**config.mk**
```make
export PLATFORM = sky130hd
export DESIGN_NAME = s_axis_cc_adapt_gen
export DESIGN_NICKNAME = d
export VERILOG_FILES = /design/src/rtl/cc_adapt_pkg.sv /design/src/rtl/axis_skid_reg.sv /design/src/rtl/s_axis_cc_adapt_gen.sv
export SDC_FILE = /design/constraint.sdc
export NUM_CORES = 1
export LEC_CHECK = 0
export ABC_AREA = 0
export CAP_MARGIN = 10
export CELL_PAD_IN_SITES_DETAIL_PLACEMENT = 1
export CELL_PAD_IN_SITES_GLOBAL_PLACEMENT = 2
export CORE_MARGIN = 4
export CORE_UTILIZATION = 40
export CTS_CLUSTER_DIAMETER = 100
export DETAILED_ROUTE_END_ITERATION = 7
export DONT_BUFFER_PORTS = 1
export PLACE_DENSITY_LB_ADDON = 0.05
export SKIP_CTS_REPAIR_TIMING = 1
export SYNTH_ARGS = -nofsm -noshare
export SYNTH_HDL_FRONTEND = slang
export SYNTH_SLANG_ARGS = --single-unit
```
**constraint.sdc**
```tcl
create_clock -name user_clk -period 3.45 [get_ports user_clk]
set_clock_uncertainty 0.2 [all_clocks]
set_input_delay 0.1725 -clock user_clk [delete_from_list [all_inputs] [get_ports user_clk]]
set_output_delay 0.1725 -clock user_clk [all_outputs]
set_load 0.01 [all_outputs]
```
**src/rtl/cc_adapt_pkg.sv**
```systemverilog
// cc_adapt_pkg: completion fmt/type codes, adapter FSM states and CC descriptor field offsets
package cc_adapt_pkg;
    localparam logic [7:0] CPL    = 8'h0A;
    localparam logic [7:0] CPLD   = 8'h4A;
    localparam logic [7:0] CPLLK  = 8'h0B;
    localparam logic [7:0] CPLDLK = 8'h4B;
    typedef enum logic [1:0] {SOP, BODY, DROP} cc_state_e;
    localparam int LA_LSB   = 0;
    localparam int BC_LSB   = 16;
    localparam int LOCK_BIT = 29;
    localparam int DWC_LSB  = 32;
    localparam int STAT_LSB = 43;
    localparam int POIS_BIT = 46;
    localparam int RID_LSB  = 48;
    localparam int TAG_LSB  = 64;
    localparam int CID_LSB  = 72;
    localparam int TC_LSB   = 89;
    localparam int ATTR_LSB = 92;
    localparam int TD_BIT   = 95;
    localparam int HDR_W    = 96;
    function automatic logic is_cpl(input logic [7:0] ft);
        return ft == CPL || ft == CPLD || ft == CPLLK || ft == CPLDLK;
    endfunction
    function automatic logic is_locked(input logic [7:0] ft);
        return ft == CPLLK || ft == CPLDLK;
    endfunction
endpackage

```
**src/rtl/axis_skid_reg.sv**
```systemverilog
// axis_skid_reg: 2-entry AXIS skid register, entry 0 drives the output, ready is registered
module axis_skid_reg #(
    parameter int W = 8
) (
    input  logic         user_clk,
    input  logic         user_reset_n,
    input  logic [W-1:0] in_data,
    input  logic         in_valid,
    output logic         in_ready,
    output logic [W-1:0] out_data,
    output logic         out_valid,
    input  logic         out_ready
);
    logic [1:0]   cnt, cnt_nxt;
    logic [W-1:0] d1;
    logic         pop;
    assign out_valid = cnt != 2'd0;
    assign pop       = out_valid && out_ready;
    assign cnt_nxt   = cnt + {1'b0, in_valid} - {1'b0, pop};
    // ready looks at the next occupancy so a push into the last free slot drops it immediately
    always_ff @(posedge user_clk or negedge user_reset_n) begin
        if (!user_reset_n) begin
            cnt      <= 2'd0;
            in_ready <= 1'b0;
            out_data <= '0;
            d1       <= '0;
        end else begin
            cnt      <= cnt_nxt;
            in_ready <= cnt_nxt != 2'd2;
            if (pop || cnt == 2'd0) out_data <= (cnt == 2'd2) ? d1 : in_data;
            if (cnt != 2'd2) d1 <= in_data;
        end
    end
endmodule

```
**src/rtl/s_axis_cc_adapt_gen.sv**
```systemverilog
// s_axis_cc_adapt_gen: LitePCIe completion TLPs to hard-core CC descriptors, drops non-completions
module s_axis_cc_adapt_gen
    import cc_adapt_pkg::*;
#(
    parameter int DATA_WIDTH = 128,
    parameter int KEEP_WIDTH = DATA_WIDTH / 8,
    parameter int DW_WIDTH   = DATA_WIDTH / 32,
    parameter int CNT_WIDTH  = 16
) (
    input  logic                  user_clk,
    input  logic                  user_reset_n,
    input  logic [DATA_WIDTH-1:0] s_axis_cc_tdata,
    input  logic [KEEP_WIDTH-1:0] s_axis_cc_tkeep,
    input  logic                  s_axis_cc_tlast,
    input  logic [3:0]            s_axis_cc_tuser,
    input  logic                  s_axis_cc_tvalid,
    output logic                  s_axis_cc_tready,
    output logic [DATA_WIDTH-1:0] s_axis_cc_tdata_a,
    output logic [DW_WIDTH-1:0]   s_axis_cc_tkeep_a,
    output logic                  s_axis_cc_tlast_a,
    output logic [32:0]           s_axis_cc_tuser_a,
    output logic                  s_axis_cc_tvalid_a,
    input  logic [3:0]            s_axis_cc_tready_a,
    output logic                  drop_pulse,
    output logic [CNT_WIDTH-1:0]  pkt_count,
    output logic [CNT_WIDTH-1:0]  drop_count
);
    localparam int PW = DATA_WIDTH + DW_WIDTH + 2;
    localparam logic [CNT_WIDTH-1:0] ONE = {{(CNT_WIDTH-1){1'b0}}, 1'b1};
    if (DATA_WIDTH != 128 && DATA_WIDTH != 256 && DATA_WIDTH != 512) begin : g_bad_width
        $error("s_axis_cc_adapt_gen: DATA_WIDTH must be 128, 256 or 512");
    end
    cc_state_e             state;
    logic                  sop, legal, emit, accept, drop_sop, disc_o, unused;
    logic [HDR_W-1:0]      hdr;
    logic [DATA_WIDTH-1:0] data_o;
    logic [DW_WIDTH-1:0]   keep_dw;
    assign unused   = ^{s_axis_cc_tready_a[3:1], s_axis_cc_tuser[2:1]};
    assign sop      = state == SOP;
    assign legal    = is_cpl(s_axis_cc_tdata[31:24]);
    assign emit     = sop ? legal : state == BODY;
    assign accept   = s_axis_cc_tvalid && s_axis_cc_tready;
    assign drop_sop = accept && sop && !legal;
    always_comb begin
        hdr                   = '0;
        hdr[LA_LSB +: 7]      = s_axis_cc_tdata[70:64];
        hdr[BC_LSB +: 13]     = {1'b0, s_axis_cc_tdata[43:32]};
        hdr[LOCK_BIT]         = is_locked(s_axis_cc_tdata[31:24]);
        hdr[DWC_LSB +: 10]    = s_axis_cc_tdata[9:0];
        hdr[STAT_LSB +: 3]    = s_axis_cc_tdata[47:45];
        hdr[POIS_BIT]         = s_axis_cc_tdata[14];
        hdr[RID_LSB +: 16]    = s_axis_cc_tdata[95:80];
        hdr[TAG_LSB +: 8]     = s_axis_cc_tdata[79:72];
        hdr[CID_LSB +: 16]    = s_axis_cc_tdata[63:48];
        hdr[TC_LSB +: 3]      = s_axis_cc_tdata[22:20];
        hdr[ATTR_LSB +: 3]    = {1'b0, s_axis_cc_tdata[13:12]};
        hdr[TD_BIT]           = s_axis_cc_tdata[15] | s_axis_cc_tuser[0];
    end
    for (genvar i = 0; i < DW_WIDTH; i++) begin : g_keep
        assign keep_dw[i] = |s_axis_cc_tkeep[4*i +: 4];
    end
    assign data_o            = sop ? {s_axis_cc_tdata[DATA_WIDTH-1:HDR_W], hdr} : s_axis_cc_tdata;
    assign s_axis_cc_tuser_a = {32'b0, disc_o};
    axis_skid_reg #(.W(PW)) u_skid (
        .user_clk     (user_clk),
        .user_reset_n (user_reset_n),
        .in_data      ({s_axis_cc_tuser[3], keep_dw, s_axis_cc_tlast, data_o}),
        .in_valid     (accept && emit),
        .in_ready     (s_axis_cc_tready),
        .out_data     ({disc_o, s_axis_cc_tkeep_a, s_axis_cc_tlast_a, s_axis_cc_tdata_a}),
        .out_valid    (s_axis_cc_tvalid_a),
        .out_ready    (s_axis_cc_tready_a[0])
    );
    always_ff @(posedge user_clk or negedge user_reset_n) begin
        if (!user_reset_n) begin
            state      <= SOP;
            drop_pulse <= 1'b0;
            pkt_count  <= '0;
            drop_count <= '0;
        end else begin
            if (accept) state <= s_axis_cc_tlast ? SOP : sop ? (legal ? BODY : DROP) : state;
            drop_pulse <= drop_sop;
            if (accept && emit && s_axis_cc_tlast && pkt_count != '1) pkt_count <= pkt_count + ONE;
            if (drop_sop && drop_count != '1) drop_count <= drop_count + ONE;
        end
    end
endmodule

```
==> reports/results.tsv, run 1 <==
stage	metric	value	unit
outcome	outcome	finished with violations	
outcome	violated checks	hold timing	
drt	Routed wire per std cell	21.8	µm
critical_path	CP peak stage delay	0.59	ns
global_route	first-pass GRT wire length	50100	µm
clock_tree	clock sinks	306	
timing	actual slew at the worst max-slew pin	1.03	ns
cells_and_area	Filler cells	3195	
drt	initial DRC count	347	
pwr	worst vdd ir	0.342	mV
placed_design	Routability Congestion	0.734	
critical_path	crit path cell chain	or2_2, buf_12, mux2i_1, dlygate4sd3_1, o21ai_0, mux2_2	
global_route	GRT Total Usage	18.7	%
synth	Gate Count Post-Synth	1065	
clock_tree	CTS tree	done	
synth	Cell Area, Synth	0.0126	mm²
critical_path	WP data arrival	3.13	ns
clock_tree	Clk Latency, worst-skew pair	0.50	ns
timing	Max Transition Viols Final	0	
drt	drt via density	5.14	
placed_design	Port Buffers	0	
pwr	Leak	7.02	nW
die	Std-Cell Rows	64	
drt	final WL	35500	µm
timing	Final TNS setup	0	ns
clock_tree	Num CTS Buffers	36	
critical_path	Worst R2R Path Depth	6	
synth	EDFF count, synth	0	
flow_run	Max-cap violations	0	
timing	Fin Hold WS	-0.819	ns
cells_and_area	final std cells w/o fill	1632	
global_route	largest net degree at the start of global routing	307	
global_route	initial antenna violation count	3	
placed_design	dpl cells	1411	
synth	Synth async-reset ratio	100	%
die	Die Ht	186	µm
global_route	vias in the first global route	8091	
timing	RSZ-0062 raised after global routing	no	
cells_and_area	layout cells sized above 1	13.8	%
die	Initial Util	40.9	%
clock_tree	Root Buffer	clkbuf_16	
synth	Seq/Total Area, Yosys	60.7	%
critical_path	critical path type	reg2reg	
synth	Top FF cell, synth	dfrtp_1	
clock_tree	H-Tree Depth	2	
synth	Mean Syn Cell Area	11.9	µm²
die	CORE AREA	0.0308	mm²
synth	Yosys warning total	0	
timing	period utilization	85.6	%
die	I/O pin count	357	
timing	final setup vio count	0	
critical_path	slowest stage cell, crit path	dlygate4sd3_1	
clock_tree	Clock transition at path regs	0.06	ns
synth	Netlist cell types	39	
die	die area	0.0345	mm²
cells_and_area	most frequent cells in the layout	dfrtp_1, nand2_1, dlygate4sd3_1	
critical_path	CP Launch Type	flop	
critical_path	critical path endpoint category	flop	
drt	remaining routing DRC violations	0	
timing	FMAX	339	MHz
drt	DR pass1 iterations	4	
global_route	GR Overflow Total	0	
drt	via count	8390	
critical_path	worst-path fanout max	27	
placed_design	DP Wirelength	22900	µm
cells_and_area	leading cell type in the layout, fill and taps excluded	dfrtp_1	
synth	Yosys reg bits	306	
clock_tree	Clock Tree Buf Depth	3	
pwr	Power Density	911	mW/mm²
timing	Rel. slew slack	31.1	%
die	Chip Width	186	µm
critical_path	Critical Path RT	3.63	ns
drt	Antenna Violating Nets Remaining	0	
cells_and_area	# nets final	1378	
timing	min Tclk post-route	2.95	ns
hold_path	Hold Path Class	in2async	
cells_and_area	area grow syn2layout	23.2	%
timing	Final Hold Fails	306	
[synth_stat cells (3+ instances only)]
library cell | instances | area, µm²
and4_1 | 4 | 35.0
clkbuf_1 | 23 | 86.3
a22o_1 | 16 | 140
o21ai_0 | 84 | 420
nor2_1 | 44 | 165
buf_2 | 31 | 155
buf_4 | 36 | 270
ha_1 | 4 | 50.1
nor3_1 | 3 | 15.0
xor2_1 | 4 | 35.0
nor4_1 | 4 | 25.0
nand2b_1 | 3 | 18.8
xnor2_1 | 26 | 228
dfrtp_1 | 306 | 7660
and3_1 | 10 | 62.6
a21oi_1 | 4 | 20.0
and2_1 | 5 | 31.3
a31oi_1 | 36 | 225
nand4_1 | 9 | 56.3
nand4b_1 | 3 | 26.3
mux2_2 | 104 | 1170
nand2_1 | 198 | 743
mux2i_1 | 78 | 781
nand3_1 | 13 | 65.1
[sequential cells by signal, indices dropped and copies added, names as in the netlist]
register,cells
u_skid.cnt,2
drop_count,16
u_skid.out_data,134
pkt_count,16
u_skid.in_ready,1
drop_pulse,1
state,2
u_skid.d1,134
[critical path, delay by kind of cell, from the launching register on]
kind	cells	cell delay, ns
mux	2	0.57
buf+inv	2	0.91
flops	1	0.46
simple gates	1	0.58
compound gates	1	0.10
[metal layers]
metal | global-route usage, % | up-vias | part of all wire (%)
met5 | 0 | - | 0.031
met4 | 3.82 | 2 | 1.3
met3 | 8.54 | 39 | 9.1
met2 | 30.5 | 243 | 49
met1 | 23.2 | 4203 | 41
li1 | - | 3903 | -
[metrics by stage]
step	setup WS [ns]	utilization, %	cell area (µm²)	power [mW]	hold WS (ns)
2_1_floorplan	1.47	-	12700	9.36	-0.323
3_3_place_gp	1.02	41.7	12900	10.4	-0.313
3_5_place_dp	1.00	41.7	12900	10.5	-0.312
4_1_cts	0.972	45.1	13900	14.0	-0.845
5_1_grt	0.360	50.4	15500	15.2	-0.847
6_report	0.498	50.4	15500	14.2	-0.819
[final cells by class]
type	instances	area, µm²	area share (%)
well taps	396	495	3.19
inverters	2	7.51	0.0483
multi-input cells	696	4570	29.4
clock buffers	48	997	6.41
flip-flops and latches	306	7660	49.2
clock inverters	7	35.0	0.225
repair buffers	176	1780	11.5
diodes	1	2.50	0.0161
[logic make-up after synthesis]
kind of cell | after synthesis | share of synthesized area [%]
XOR/XNOR | 30 | 2.08
AND/OR/NAND/NOR | 304 | 10.3
buffers and inverters | 94 | 4.23
multiplexers | 182 | 15.5
adder cells (fa/ha/maj) | 4 | 0.396
flip-flops | 306 | 60.7
AO/OA/AOI/OAI | 144 | 6.80
other | 1 | 0.0297
[where the power goes]
part           switching (mW)  internal (mW)  leakage [nW]
registers                1.38           5.24          3.71
logic                    2.20           1.95          2.79
clock network            1.40           2.01         0.514
[final timing paths]
kind	start	end	slack, ns
min in group user_clk	s_axis_cc_tready_a[0]	u_skid.cnt[0]	0.06
max in group asynchronous	user_reset_n	u_skid.cnt[1]	3.02
worst min-delay path	user_reset_n	u_skid.out_data[49]	-0.82
worst max-delay path	state[0]	u_skid.out_data[59]	0.50
worst min register to register	u_skid.d1[122]	u_skid.d1[122]	0.26
worst max register to register	state[0]	u_skid.out_data[59]	0.50
Power figures use the tool's default switching activity.
==> inputs of run 2 (changes only) <==
Settings changed: CORE_UTILIZATION 40 to 35.
==> reports/results.tsv, run 2 (synthesis results as in run 1) <==
stage	metric	value	unit
pwr	switch share	34.8	%
pwr	Leak	7.10	nW
die	I/O pin count	357	
timing	FMAX	338	MHz
global_route	GR Overflow Total	0	
drt	Max Used Layer	met4	
critical_path	RR Startpoint	state[0]	
timing	Fin Hold WS	-0.835	ns
clock_tree	CTS tree	done	
critical_path	worst-path fanout max	43	
global_route	initial antenna violation count	4	
critical_path	critical path endpoint category	flop	
critical_path	slowest stage cell, crit path	or2_4	
pwr	worst vdd ir	0.496	mV
cells_and_area	biggest registers after layout	u_skid.d1: 134 flops, u_skid.out_data: 134 flops	
timing	min Tclk post-route	2.96	ns
outcome	outcome	finished with violations	
critical_path	crit path cell chain	or2_4, mux2i_1, dlygate4sd3_1, o21ai_0, mux2_2	
critical_path	CP Buf/Inv Count	1	
die	Chip Width	198	µm
cells_and_area	most frequent cells in the layout	dfrtp_1, nand2_1, dlygate4sd3_1	
critical_path	Critical Path RT	3.64	ns
drt	final WL	37300	µm
die	Std-Cell Rows	69	
clock_tree	clock sinks	306	
clock_tree	Clock transition at path regs	0.06	ns
drt	remaining routing DRC violations	0	
flow_run	Max-cap violations	0	
clock_tree	Clock Tree Buf Depth	3	
timing	Final Hold Fails	309	
pwr	Power Density	924	mW/mm²
critical_path	CP peak stage delay	0.77	ns
outcome	violated checks	hold timing	
global_route	GRT Total Usage	17.6	%
critical_path	critical path type	reg2reg	
placed_design	Port Buffers	0	
critical_path	crit path launch	state[0]	
timing	Rel. slew slack	31.6	%
pwr	clock power share	26.0	%
clock_tree	Root Buffer	clkbuf_16	
timing	actual slew at the worst max-slew pin	1.02	ns
drt	via count	8415	
critical_path	WP data arrival	3.15	ns
drt	met3 routed WL	3460	µm
drt	Routed wire per std cell	21.9	µm
global_route	first-pass GRT wire length	53300	µm
pwr	switching power	5.08	mW
critical_path	CP Launch Type	flop	
pwr	power share of the sequential group	45.4	%
clock_tree	H-Tree Depth	2	
die	CORE AREA	0.0356	mm²
cells_and_area	leading cell type in the layout, fill and taps excluded	dfrtp_1	
placed_design	Routability Congestion	0.741	
drt	WL met1	15800	µm
drt	met2 wire len	17500	µm
pwr	combinational share of power	28.6	%
timing	period utilization	85.7	%
timing	Max Transition Viols Final	0	
timing	RSZ-0062 raised after global routing	no	
die	die area	0.0392	mm²
placed_design	DP Wirelength	24200	µm
drt	drt via density	4.94	
clock_tree	Num CTS Buffers	37	
pwr	Internal Power	9.54	mW
timing	final setup vio count	0	
global_route	largest net degree at the start of global routing	307	
cells_and_area	# nets final	1377	
hold_path	Hold Path Class	in2async	
die	Die Ht	198	µm
drt	DR pass1 iterations	4	
cells_and_area	layout cells sized above 1	14.1	%
drt	initial DRC count	254	
drt	Antenna Violating Nets Remaining	0	
clock_tree	Clk Latency, worst-skew pair	0.51	ns
critical_path	Crit path max-delay family	simple AND/OR/NAND/NOR gates	
timing	Final TNS setup	0	ns
die	Initial Util	35.5	%
global_route	vias in the first global route	8139	
cells_and_area	area grow syn2layout	25.3	%
## run 2: changes by cell type in the layout (fill, tap and decap cells not counted), moves of 2 or more
| cell | before | now |
|---|---|---|
| buf_12 | 4 | 6 |
| buf_4 | 7 | 2 |
| clkbuf_1 | 8 | 6 |
| clkbuf_16 | 37 | 39 |
| clkbuf_8 | 3 | 13 |
| clkinv_2 | 7 | 2 |
| diode_2 | 1 | 4 |
## run 2: cell type report
| cell class | count | area, µm² |
|---|---|---|
| multi-input cells | 696 | 4570 |
| clock inverters | 3 | 18.8 |
| well taps | 461 | 577 |
| repair buffers | 174 | 1800 |
| inverters | 2 | 7.51 |
| clock buffers | 58 | 1180 |
| fillers | 3775 | 19800 |
| flip-flops and latches | 306 | 7660 |
| diodes | 4 | 10.0 |
## run 2: final timing paths
kind / endpoint / slack [ns] / cells after the start
min in group user_clk: pkt_count[13] / -0.02 / 3
max reg2reg: u_skid.out_data[17] / 0.49 / 5
max in group asynchronous: u_skid.out_data[118] / 3.47 / 0
min reg2reg: u_skid.d1[125] / 0.26 / 2
max: u_skid.out_data[17] / 0.49 / 5
min: u_skid.out_data[53] / -0.84 / 0
## run 2: routing by layer
layer	GRT usage, %	up-vias
met5	0	-
met4	3.52	0
met3	8.03	46
met2	27.9	247
met1	22.4	4215
li1	-	3907
## run 2: power groups by stage
stage	clock network [mW]	registers (mW)	logic (mW)
final	3.80	6.64	4.18
after floorplan	0	6.24	3.12
after global routing	4.10	6.85	4.70
after global placement	0	6.71	3.79
after CTS	3.94	6.69	3.89
after detailed placement	0	6.75	3.88
## run 2: worst reg2reg max path, cell delays in order, from the launching register on
cell and delay, ns:
dfrtp_1 0.49, or2_4 0.77, mux2i_1 0.39, dlygate4sd3_1 0.61, o21ai_0 0.10, mux2_2 0.28
## run 2: per-stage QoR
step	utilization, %	setup WS [ns]	std cells	power [mW]	cell area, µm²
floorplan	-	1.47	1096	9.36	12700
CTS	39.8	0.924	1534	14.5	14100
detailed placement	36.4	0.956	1473	10.6	12900
global route	44.5	0.333	1703	15.6	15800
finish	44.5	0.494	1704	14.6	15800
global placement	36.4	0.972	1473	10.5	12900
==> inputs of run 3 (changes only) <==
Settings changed: PLACE_DENSITY_LB_ADDON 0.05 to 0.25.
==> reports/results.tsv, run 3 (synthesis results as in run 1) <==
stage	metric	value	unit
timing	final setup vio count	0	
critical_path	Critical Path Sink	u_skid.out_data[71]	
critical_path	worst-path fanout max	43	
cells_and_area	leading cell type in the layout, fill and taps excluded	dfrtp_1	
drt	drt via density	5.00	
pwr	Total Power	14.7	mW
placed_design	DP Wirelength	23900	µm
clock_tree	CTS tree	done	
die	I/O pin count	357	
drt	remaining routing DRC violations	0	
clock_tree	clock sinks	306	
flow_run	Max-cap violations	0	
timing	Final TNS setup	0	ns
timing	Final Hold Fails	306	
critical_path	CP peak stage delay	0.73	ns
drt	final WL	37100	µm
critical_path	Critical Path RT	3.68	ns
cells_and_area	biggest registers after layout	u_skid.d1: 134 flops, u_skid.out_data: 134 flops	
drt	DR pass1 iterations	4	
die	Chip Width	198	µm
pwr	Leak	7.11	nW
cells_and_area	# nets final	1380	
timing	period utilization	82.6	%
cells_and_area	area grow syn2layout	25.4	%
clock_tree	Num CTS Buffers	36	
global_route	vias in the first global route	8259	
clock_tree	Clock Tree Buf Depth	3	
placed_design	Routability Congestion	0.786	
cells_and_area	layout cells sized above 1	14.4	%
die	CORE AREA	0.0356	mm²
drt	initial DRC count	318	
critical_path	crit path cell chain	or2_4, mux2i_1, dlygate4sd3_1, o21ai_0, mux2_2	
timing	RSZ-0062 raised after global routing	no	
timing	actual slew at the worst max-slew pin	1.03	ns
critical_path	slowest stage cell, crit path	or2_4	
global_route	initial antenna violation count	2	
drt	Routed wire per std cell	21.7	µm
clock_tree	Clk Latency, worst-skew pair	0.55	ns
die	Die Ht	198	µm
critical_path	flop2flop setup slack	0.60	ns
critical_path	WP data arrival	3.08	ns
timing	FMAX	351	MHz
critical_path	Worst R2R Path Depth	5	
timing	Max Transition Viols Final	0	
critical_path	worst reg2reg path endpoint	u_skid.out_data[71]	
clock_tree	Root Buffer	clkbuf_16	
critical_path	crit path launch	state[0]	
clock_tree	Clock transition at path regs	0.06	ns
outcome	violated checks	hold timing	
die	Initial Util	35.5	%
global_route	first-pass GRT wire length	52500	µm
global_route	GRT Total Usage	17.4	%
timing	Rel. slew slack	31.5	%
critical_path	critical path endpoint category	flop	
die	die area	0.0392	mm²
outcome	outcome	finished with violations	
pwr	worst vdd ir	0.508	mV
global_route	largest net degree at the start of global routing	307	
placed_design	Port Buffers	0	
critical_path	critical path type	reg2reg	
cells_and_area	most frequent cells in the layout	dfrtp_1, nand2_1, dlygate4sd3_1	
timing	Fin Hold WS	-0.878	ns
critical_path	RR Startpoint	state[0]	
drt	Antenna Violating Nets Remaining	0	
drt	via count	8549	
hold_path	Hold Path Class	in2async	
pwr	Power Density	928	mW/mm²
die	Std-Cell Rows	69	
global_route	GR Overflow Total	0	
timing	min Tclk post-route	2.85	ns
critical_path	CP Launch Type	flop	
clock_tree	H-Tree Depth	2	
[run 3: changes by cell type in the layout (fill, tap and decap cells not counted)]
cell	previous run	this run
clkbuf_8	13	7
buf_4	2	7
clkbuf_16	39	38
buf_12	6	4
diode_2	4	1
bufinv_16	0	2
clkinv_8	0	1
dlygate4sd3_1	166	167
clkinv_2	2	8
clkbuf_1	6	9
inv_6	1	0
clkinv_4	0	1
[run 3: area by class of cell]
class                   count  area (µm²)
well taps                 461         577
flip-flops and latches    306        7660
repair buffers            178        1800
clock buffers              54        1080
inverters                   2        7.51
clock inverters            12         125
diodes                      1        2.50
multi-input cells         696        4570
fillers                  3771       19700
[run 3: worst max-delay path: cells and delay by family, from the launching register on]
family | cells | cell delay [ns]
flops | 1 | 0.46
compound gates | 1 | 0.09
mux | 2 | 0.58
buf+inv | 1 | 0.58
simple gates | 1 | 0.73
[run 3: metrics by stage]
stage / hold WS (ns) / worst slack, ns / util [%] / area (µm²) / std cells
after floorplan: -0.323 / 1.47 / - / 12700 / 1096
final: -0.878 / 0.601 / 44.5 / 15800 / 1710
after global routing: -0.904 / 0.424 / 44.5 / 15800 / 1709
after detailed placement: -0.315 / 0.940 / 36.4 / 12900 / 1476
after CTS: -0.915 / 0.912 / 39.8 / 14200 / 1542
after global placement: -0.315 / 0.970 / 36.4 / 12900 / 1476
[run 3: layer usage]
| layer | vias up | track usage [%] | share of wire, % |
|---|---|---|---|
| met3 | 55 | 8.17 | 8.8 |
| met5 | - | 0 | 0.057 |
| met4 | 4 | 6.48 | 2.6 |
| met2 | 254 | 26.7 | 47 |
| met1 | 4309 | 21.7 | 41 |
| li1 | 3927 | - | - |
[run 3: worst min path at each step]
stage / from / endpoint / slack, ns / depth (start not counted)
after global placement: user_reset_n / u_skid.d1[76] / -0.32 / 0
after CTS: user_reset_n / u_skid.out_data[77] / -0.91 / 0
after detailed placement: user_reset_n / u_skid.out_data[77] / -0.32 / 0
final: user_reset_n / u_skid.d1[76] / -0.88 / 0
after floorplan: user_reset_n / drop_count[0] / -0.32 / 0
after global routing: user_reset_n / u_skid.d1[76] / -0.90 / 0
[run 3: report_power, final]
group | switching, mW | total, mW | internal (mW)
combinational | 2.22 | 4.17 | 1.95
sequential | 1.41 | 6.64 | 5.24
clock | 1.54 | 3.87 | 2.33
total | 5.17 | 14.7 | 9.51
